## src/rtl/camera_st_source.sv

```systemverilog
// RGB565 camera stream to Avalon-ST Video. Each frame becomes a control packet
// followed by a video packet, with a small pixel FIFO absorbing sink backpressure.
module camera_st_source #(
    parameter int WIDTH      = 320,
    parameter int HEIGHT     = 240,
    parameter int FIFO_DEPTH = 16
) (
    input  logic        clk_clk,
    input  logic        reset_reset_n,
    input  logic        frame_start,
    input  logic        pix_valid,
    input  logic [15:0] pix_data,
    input  logic        src_ready,
    output logic        src_valid,
    output logic [29:0] src_data,
    output logic        src_startofpacket,
    output logic        src_endofpacket,
    output logic        overflow,
    output logic        busy
);

    localparam longint unsigned TOTAL = longint'(WIDTH) * longint'(HEIGHT);
    localparam int CNT_W = $clog2(TOTAL + 1);
    localparam logic [CNT_W-1:0] TOTAL_C = CNT_W'(TOTAL);
    localparam logic [CNT_W-1:0] LAST_C  = CNT_W'(TOTAL - 1);
    localparam int AW = $clog2(FIFO_DEPTH);
    localparam logic [15:0] W16 = 16'(WIDTH);
    localparam logic [15:0] H16 = 16'(HEIGHT);

    typedef enum logic [1:0] {IDLE, CTRL, VHDR, PIX} state_t;

    state_t           state, state_n;
    logic [1:0]       ctrl_idx, ctrl_idx_n;
    logic             valid_n, sop_n, eop_n;
    logic [29:0]      data_n;
    logic [CNT_W-1:0] rd_cnt, rd_cnt_n, wr_cnt;
    logic             wr_en;
    logic             load, pop, start, wr_fire, wr_ok;

    logic [15:0]      mem [FIFO_DEPTH];
    logic [AW:0]      wr_ptr, rd_ptr;
    logic             fifo_empty, fifo_full;
    logic [15:0]      head;

    // Each 4-bit nibble sits in the low bits of its 10-bit symbol.
    function automatic logic [29:0] sym3(input logic [3:0] s2, input logic [3:0] s1,
                                         input logic [3:0] s0);
        return {6'b0, s2, 6'b0, s1, 6'b0, s0};
    endfunction

    function automatic logic [29:0] expand(input logic [15:0] p);
        return {p[15:11], p[15:11], p[10:5], p[10:7], p[4:0], p[4:0]};
    endfunction

    assign fifo_empty = (wr_ptr == rd_ptr);
    assign fifo_full  = (wr_ptr[AW] != rd_ptr[AW]) && (wr_ptr[AW-1:0] == rd_ptr[AW-1:0]);
    assign head       = mem[rd_ptr[AW-1:0]];
    assign busy       = (state != IDLE);

    // A full FIFO still accepts a write when the same cycle pops the head.
    assign wr_fire = pix_valid && wr_en;
    assign wr_ok   = wr_fire && (!fifo_full || pop);

    always_comb begin
        state_n    = state;
        ctrl_idx_n = ctrl_idx;
        valid_n    = src_valid;
        data_n     = src_data;
        sop_n      = src_startofpacket;
        eop_n      = src_endofpacket;
        rd_cnt_n   = rd_cnt;
        pop        = 1'b0;
        start      = 1'b0;
        load       = !src_valid || src_ready;

        case (state)
            IDLE: begin
                valid_n = 1'b0;
                data_n  = 30'h0;
                sop_n   = 1'b0;
                eop_n   = 1'b0;
                if (frame_start) begin
                    start      = 1'b1;
                    state_n    = CTRL;
                    ctrl_idx_n = 2'd1;
                    rd_cnt_n   = '0;
                    valid_n    = 1'b1;
                    data_n     = 30'h0000000F;
                    sop_n      = 1'b1;
                end
            end
            CTRL: begin
                if (load) begin
                    valid_n    = 1'b1;
                    sop_n      = 1'b0;
                    eop_n      = (ctrl_idx == 2'd3);
                    ctrl_idx_n = ctrl_idx + 2'd1;
                    case (ctrl_idx)
                        2'd1:    data_n = sym3(W16[7:4], W16[11:8], W16[15:12]);
                        2'd2:    data_n = sym3(H16[11:8], H16[15:12], W16[3:0]);
                        default: data_n = sym3(4'h3, H16[3:0], H16[7:4]);
                    endcase
                    if (ctrl_idx == 2'd3) begin
                        state_n = VHDR;
                    end
                end
            end
            VHDR: begin
                if (load) begin
                    valid_n = 1'b1;
                    data_n  = 30'h0;
                    sop_n   = 1'b1;
                    eop_n   = 1'b0;
                    state_n = PIX;
                end
            end
            default: begin
                // Once every beat has been loaded, the next free slot means the EOP beat left.
                if (load) begin
                    sop_n = 1'b0;
                    if (rd_cnt == TOTAL_C) begin
                        valid_n = 1'b0;
                        data_n  = 30'h0;
                        eop_n   = 1'b0;
                        state_n = IDLE;
                    end else if (!fifo_empty) begin
                        pop      = 1'b1;
                        valid_n  = 1'b1;
                        data_n   = expand(head);
                        eop_n    = (rd_cnt == LAST_C);
                        rd_cnt_n = rd_cnt + CNT_W'(1);
                    end else if (!wr_en) begin
                        valid_n  = 1'b1;
                        data_n   = 30'h0;
                        eop_n    = (rd_cnt == LAST_C);
                        rd_cnt_n = rd_cnt + CNT_W'(1);
                    end else begin
                        valid_n = 1'b0;
                        eop_n   = 1'b0;
                    end
                end
            end
        endcase
    end

    always_ff @(posedge clk_clk) begin
        if (!reset_reset_n) begin
            state             <= IDLE;
            ctrl_idx          <= 2'd0;
            src_valid         <= 1'b0;
            src_data          <= 30'h0;
            src_startofpacket <= 1'b0;
            src_endofpacket   <= 1'b0;
            rd_cnt            <= '0;
            wr_cnt            <= '0;
            wr_en             <= 1'b0;
            overflow          <= 1'b0;
            wr_ptr            <= '0;
            rd_ptr            <= '0;
        end else begin
            state             <= state_n;
            ctrl_idx          <= ctrl_idx_n;
            src_valid         <= valid_n;
            src_data          <= data_n;
            src_startofpacket <= sop_n;
            src_endofpacket   <= eop_n;
            rd_cnt            <= rd_cnt_n;
            if (start) begin
                wr_en    <= 1'b1;
                wr_cnt   <= '0;
                overflow <= 1'b0;
                wr_ptr   <= '0;
                rd_ptr   <= '0;
            end else begin
                if (pop) begin
                    rd_ptr <= rd_ptr + (AW+1)'(1);
                end
                if (wr_ok) begin
                    wr_ptr <= wr_ptr + (AW+1)'(1);
                    wr_cnt <= wr_cnt + CNT_W'(1);
                    if (wr_cnt == LAST_C) begin
                        wr_en <= 1'b0;
                    end
                end else if (wr_fire) begin
                    // An overflow discards the rest of the frame; the reader pads instead.
                    overflow <= 1'b1;
                    wr_en    <= 1'b0;
                end
            end
        end
    end

    always_ff @(posedge clk_clk) begin
        if (wr_ok) begin
            mem[wr_ptr[AW-1:0]] <= pix_data;
        end
    end

endmodule

```

## config.mk

```make
export PLATFORM = sky130hd
export DESIGN_NAME = camera_st_source
export DESIGN_NICKNAME = d
export VERILOG_FILES = /design/src/rtl/camera_st_source.sv
export SDC_FILE = /design/constraint.sdc
export NUM_CORES = 1
export LEC_CHECK = 0
export CORE_MARGIN = 2
export CORE_UTILIZATION = 55
export CTS_CLUSTER_DIAMETER = 40
export CTS_CLUSTER_SIZE = 10
export DETAILED_ROUTE_END_ITERATION = 12
export PLACE_DENSITY = 0.73
export SLEW_MARGIN = 15
export SYNTH_ARGS = -nofsm -noshare
export SYNTH_HDL_FRONTEND = slang
export SYNTH_SLANG_ARGS = --single-unit
```

## constraint.sdc

```tcl
create_clock -name clk_clk -period 10.2 [get_ports clk_clk]
set_clock_uncertainty 0.2 [all_clocks]
set_input_delay 1.02 -clock clk_clk [delete_from_list [all_inputs] [get_ports clk_clk]]
set_output_delay 1.02 -clock clk_clk [all_outputs]
set_load 0.005 [all_outputs]
```

# --- Word level (Yosys, flattened, before mapping) ---
# Memory sizes are Yosys's and may differ from the RTL's. A register that Yosys moved wholly into a read port is not among the register bits.
# Index checks and enable logic that the tools add are counted.
word_totals:
  register_bits: 83
  ramBits: 256
  in_bits: 21
  memories: 1
op_classes:
  n_addsub: 5
  eq_ne: 20
  mux: 52
  n_bitwise: 3
  reduce_logical: 25
mem_list:
  columns: ["name", "depth", "width", "rd", "rd_clocked_by_memory_dff", "wr", "line_no", "text"]
  rows:
  - ["mem", 16, 16, 1, 1, 1, "40", "logic [15:0] mem [FIFO_DEPTH];"]
op_table:
  columns: ["cell", "n"]
  rows:
  - ["two-way mux 30 bit", 6]
  - ["one-hot mux 30 bit (3 select lines)", 1]
  - ["two-way mux 17 bit", 5]
  - ["equality test 17 bit, second input constant", 3]
  - ["one-hot mux 23 bit (2 select lines)", 1]
  - ["adder 17 x 1 -> 17 bit, second input constant", 2]
  - ["one-hot mux 17 bit (2 select lines)", 1]
  - ["two-way mux 1 bit", 23]
  - ["two-way mux 2 bit", 7]
  - ["two-way mux 4 bit", 3]
  - ["adder 5 x 1 -> 5 bit, second input constant", 2]
  - ["inequality test 2 bit, second input constant", 4]
  - ["AND reduction 2 bit", 4]
  - ["equality test 2 bit, second input constant", 3]
  - ["inequality test 3 x 2 -> 1 bit, second input constant", 2]
  - ["inequality test 6 x 2 -> 1 bit, second input constant", 1]
  - ["one-hot mux 2 bit (3 select lines)", 1]
  - ["AND reduction 3 bit", 2]
  - ["AND reduction 6 bit", 1]
  - ["nonzero test 2 bit", 3]
  - ["equality test 5 bit", 1]
  - ["AND reduction 5 bit", 1]
  - ["equality test 2 x 1 -> 1 bit, second input constant", 2]
  - ["equality test 4 bit", 1]
  - ["other kinds (16)", 25]

# --- Depth between registers and ports, before layout ---
logic_depth:
  ltp_word: 9
  depth_mapped: 10
  depth_no_buf: 8

# --- Worst setup path after synthesis ---
# OpenSTA, ideal clock, no wires.
synth_path:
  kind: "input -> register"
  start: "input port src_ready"
  end: "memory mem[0][0], enable pin"
  setup_ns: 0.409
  t_arrival_ns: 3.041
  t_required_ns: 9.591
  setup_slack_ns: 6.550
  cell_stages: 6
  n_path_buf: 1
  cell_sequence: "nand2b_1 > a311oi_2 > buf_4 > nor2_2 > nand2_1 > nor3_1"
synth_via:
  elab_chain_cells: 7
synth_lines:
  columns: ["element", "line_no", "text"]
  rows:
  - ["start, declared", "13", "input logic src_ready,"]
  - ["logical OR 1 bit", "74", "load = !src_valid || src_ready;"]
  - ["two-way mux 1 bit", "119", "if (load) begin"]
  - ["two-way mux 1 bit", "76", "case (state)"]
  - ["logical OR 1 bit", "62", "assign wr_ok = wr_fire && (!fifo_full || pop);"]
  - ["logical AND 1 bit", "62", null]
  - ["two-way mux 1 bit", "194", "if (wr_ok) begin"]
  - ["two-way mux 1 bit (not written as such)", "195", "mem[wr_ptr[AW-1:0]] <= pix_data;"]
  - ["end, declared", "40", null]
# No other way between the ends.

# --- Worst setup path after layout ---
layout_path:
  start: "input port src_ready"
  end: "memory mem[8][0], enable pin"
# Same word-level chain as after synthesis.

==> results.json <==
{
  "synth.net_count": 917,
  "min_period_over_period_pct": 37.5,
  "io_pins": 56,
  "share_clk_of_total_power_pct": 44.2,
  "grt_max_degree": 65,
  "sequentialPowerShare_pct": 45.5,
  "primary_ff_master_synth": "edfxtp_1",
  "postSynth.asyncResetShare_pct": 0,
  "drt-wirelength-per-cell_um": 23.0,
  "postCtsSetupBuffers": 0,
  "grt.total_usage_pct": 23.6,
  "gp_congestion": 0.829,
  "worstPathCellList": "clkdlybuf4s50_1 > nand2b_1 > a311oi_2 > buf_4 > nor2_2 > nand2_1 > nor2_2",
  "clock_latency_ns": 0.54,
  "cell_area_power_density_mw_per_mm2": 215,
  "whs_ns": 0.255,
  "timing_max_transition_violations_final": 0,
  "required_ns": 10.14,
  "post_drt_via_cell_ratio": 6.05,
  "io_buffers": 55,
  "setup_viol_count_final": 0,
  "diodes": 0,
  "comb_power_share_pct": 10.3,
  "critPathCaptureType": "register",
  "slowest_stage": "nor2_2",
  "tritoncts": "built",
  "p_int_mw": 2.58,
  "areaGrowthSynthToFinish_pct": 17.1,
  "clock_tree.htree_level_count": 2,
  "chipWidth_um": 161,
  "routed_wl_um": 29900,
  "hold_path_class": "register to register",
  "synth.avg_cell_area_um2": 15.4,
  "max_clock_freq_ghz": 0.261,
  "max_cap_viol_count": 0,
  "die-height_um": 161,
  "num_rows": 57,
  "netlist_instances": 882,
  "final.min_clock_period_ns": 3.82,
  "die_area_mm2": 0.0259,
  "clock_root_buffer": "clkbuf_16",
  "max_slew_margin_pct": 28.3,
  "final_net_count": 982,
  "initial_antenna_violation_count": 1,
  "critPathMaxStageDelay_ns": 0.79,
  "ctsResizeCount": 0,
  "fin_setup_tns_ns": 0,
  "grt.overflow.total": 0,
  "power.leakage_nw": 4.98,
  "synth-edff-count": 256,
  "rsz0062_at_grt": "no",
  "critical_path_class": "input port to register",
  "routed-via-count": 7862,
  "drt_pass1_iterations": 5,
  "sw_frac_of_total_pct": 24.2,
  "vdd_ir_drop_max_mv": 0.153,
  "drc_violations_left": 0,
  "core_area_mm2": 0.0242,
  "max_slew.worst_pin.slew_ns": 1.07,
  "number_of_distinct_standard_cells_referenced_by_the_synthesized_netlist": 55,
  "initialDrtViolationCount": 851,
  "yosysSeqAreaShare_pct": 68.7,
  "initial_core_util_pct": 55.9,
  "ff2ff_path_depth": 9,
  "clock_transition_time_at_the_flip_flop_clock_pins_of_the_worst_setup_and_hold_paths_ns": 0.05,
  "power.switching_mw": 0.825,
  "numClockSinks": 337,
  "cp_max_fo": 23,
  "yosys_warnings": 0,
  "ant_nets": 0,
  "layout-drive-gt1-share_pct": 16.9,
  "critical-path-top-cell-by-count": "nor2_2",
  "ys_ff_latch": 337,
  "cts-buffers-inserted": 45,
  "vias_in_the_first_global_route": 7755,
  "dp_hpwl_um": 18700,
  "number_of_hold_repair_buffers_added_at_the_cts_stage": 0,
  "status": "finished clean",
  "finalHoldViolCount": 0,
  "clock_tree.buffer_depth": 3,
  "synthesis.area_mm2": 0.0135,
  "grt_first_pass_wirelength_um": 45600,
  "start_kind": "input port",
  "cp_data_arrival_time_ns": 3.76,
  "min_delay_path_depth": 2
}
[sequential cells by signal, summed over array words and instances, names as in the netlist, named ones only]
register / cells
state: 2
src_data: 24
wr_ptr: 5
rd_cnt: 17
src_endofpacket: 1
mem: 256
overflow: 1
src_valid: 1
wr_cnt: 17
src_startofpacket: 1
wr_en: 1
ctrl_idx: 2
rd_ptr: 5
[cell type report]
type                       count  area (um2)
clock inverter                15         218
sequential                   337        9310
timing repair buffer          68         648
tap                          324         405
fill                        1702        8390
inverter                      20        75.1
multi-input combinational    475        3970
clock buffer                  61        1230
[cell families after synthesis]
group / Yosys count / synth area share, %
multiplexers: 64 / 10.6
AND/OR/NAND/NOR: 231 / 8.51
XOR/XNOR: 37 / 2.39
AO/OA/AOI/OAI: 129 / 5.99
flip-flops: 337 / 68.7
adder cells (fa/ha/maj): 14 / 1.29
buffers and inverters: 70 / 2.44
[through the flow]
step | util, % | setup WS [ns] | cells | total power [mW] | area, um2
after floorplan | - | 6.55 | 882 | 1.77 | 13500
after global placement | 59.4 | 5.93 | 1224 | 1.92 | 14400
after detailed placement | 59.4 | 5.83 | 1224 | 1.92 | 14400
after CTS | 65.4 | 6.38 | 1300 | 3.42 | 15900
after global routing | 65.4 | 6.20 | 1300 | 3.52 | 15900
final | 65.4 | 6.38 | 1300 | 3.41 | 15900
[worst max-delay path, delay by kind of cell]
kind / cells / cell delay, ns
AO/OA/AOI/OAI: 1 / 0.20
buffers and inverters: 2 / 0.74
AND/OR/NAND/NOR: 4 / 1.78
[cells in the final DEF (no fill, tap or decap), types with 3 or more instances in the layout]
| master | instances |
|---|---|
| a21o_1 | 4 |
| a21oi_1 | 34 |
| a22oi_1 | 32 |
| a31oi_1 | 4 |
| and2_1 | 5 |
| and3_1 | 3 |
| buf_4 | 13 |
| bufinv_16 | 4 |
| clkbuf_1 | 14 |
| clkbuf_16 | 47 |
| clkdlybuf4s50_1 | 55 |
| dfxtp_1 | 79 |
| edfxtp_1 | 256 |
| ha_1 | 14 |
| inv_1 | 20 |
| mux4_2 | 64 |
| nand2_1 | 59 |
| nand2b_1 | 4 |
| nand3_1 | 32 |
| nand4_1 | 9 |
| nor2_1 | 51 |
| nor2_2 | 12 |
| nor2b_1 | 3 |
| nor3_1 | 12 |
| nor3_2 | 4 |
| nor3b_1 | 5 |
| nor4_1 | 11 |
| nor4b_1 | 3 |
| o21ai_0 | 37 |
| or3_1 | 5 |
| xnor2_1 | 36 |
[path summary, 6_finish.rpt]
kind	to	slack, ns	start
setup / recovery	mem[8][0]	6.38	src_ready
setup reg to reg	mem[8][0]	6.72	rd_cnt[0]
hold reg to reg	src_data[16]	0.25	src_data[16]
hold / removal	src_data[16]	0.25	src_data[16]
[power by group through the flow]
stage               clock network (mW)  registers [mW]  logic [mW]
floorplan                            0            1.56       0.212
detailed placement                   0            1.58       0.344
CTS                               1.53            1.55       0.348
global route                      1.58            1.55       0.384
global placement                     0            1.58       0.340
finish                            1.51            1.55       0.350
[metal layers]
metal  track usage [%]  wire length (um)
met3              4.44              2530
met1              33.2             12300
met4              8.20               857
met2              37.5             14200
met5                 0                 0
[cell usage after synthesis, drive strengths merged, types with 3 or more instances]
| cell type | count | area share (%) |
|---|---|---|
| and2 | 5 | 0.23 |
| mux4 | 64 | 11 |
| ha | 14 | 1.3 |
| nor3 | 16 | 0.59 |
| nand2 | 59 | 1.6 |
| nor3b | 5 | 0.28 |
| and3 | 3 | 0.14 |
| clkbuf | 22 | 0.61 |
| nand4 | 11 | 0.60 |
| nor2b | 3 | 0.14 |
| inv | 20 | 0.55 |
| a22oi | 32 | 1.8 |
| o21ai | 37 | 1.4 |
| dfxtp | 81 | 12 |
| xnor2 | 36 | 2.3 |
| a21o | 4 | 0.22 |
| nand2b | 4 | 0.18 |
| a21oi | 35 | 1.3 |
| nor2 | 63 | 1.8 |
| buf | 28 | 1.3 |
| nand3 | 32 | 1.2 |
| nor4 | 13 | 0.69 |
| edfxtp | 256 | 57 |
| or3 | 5 | 0.23 |
| nor4b | 4 | 0.30 |
| a31oi | 4 | 0.18 |
| o211ai | 3 | 0.20 |
No activity file was read; power rests on OpenSTA's default activity.
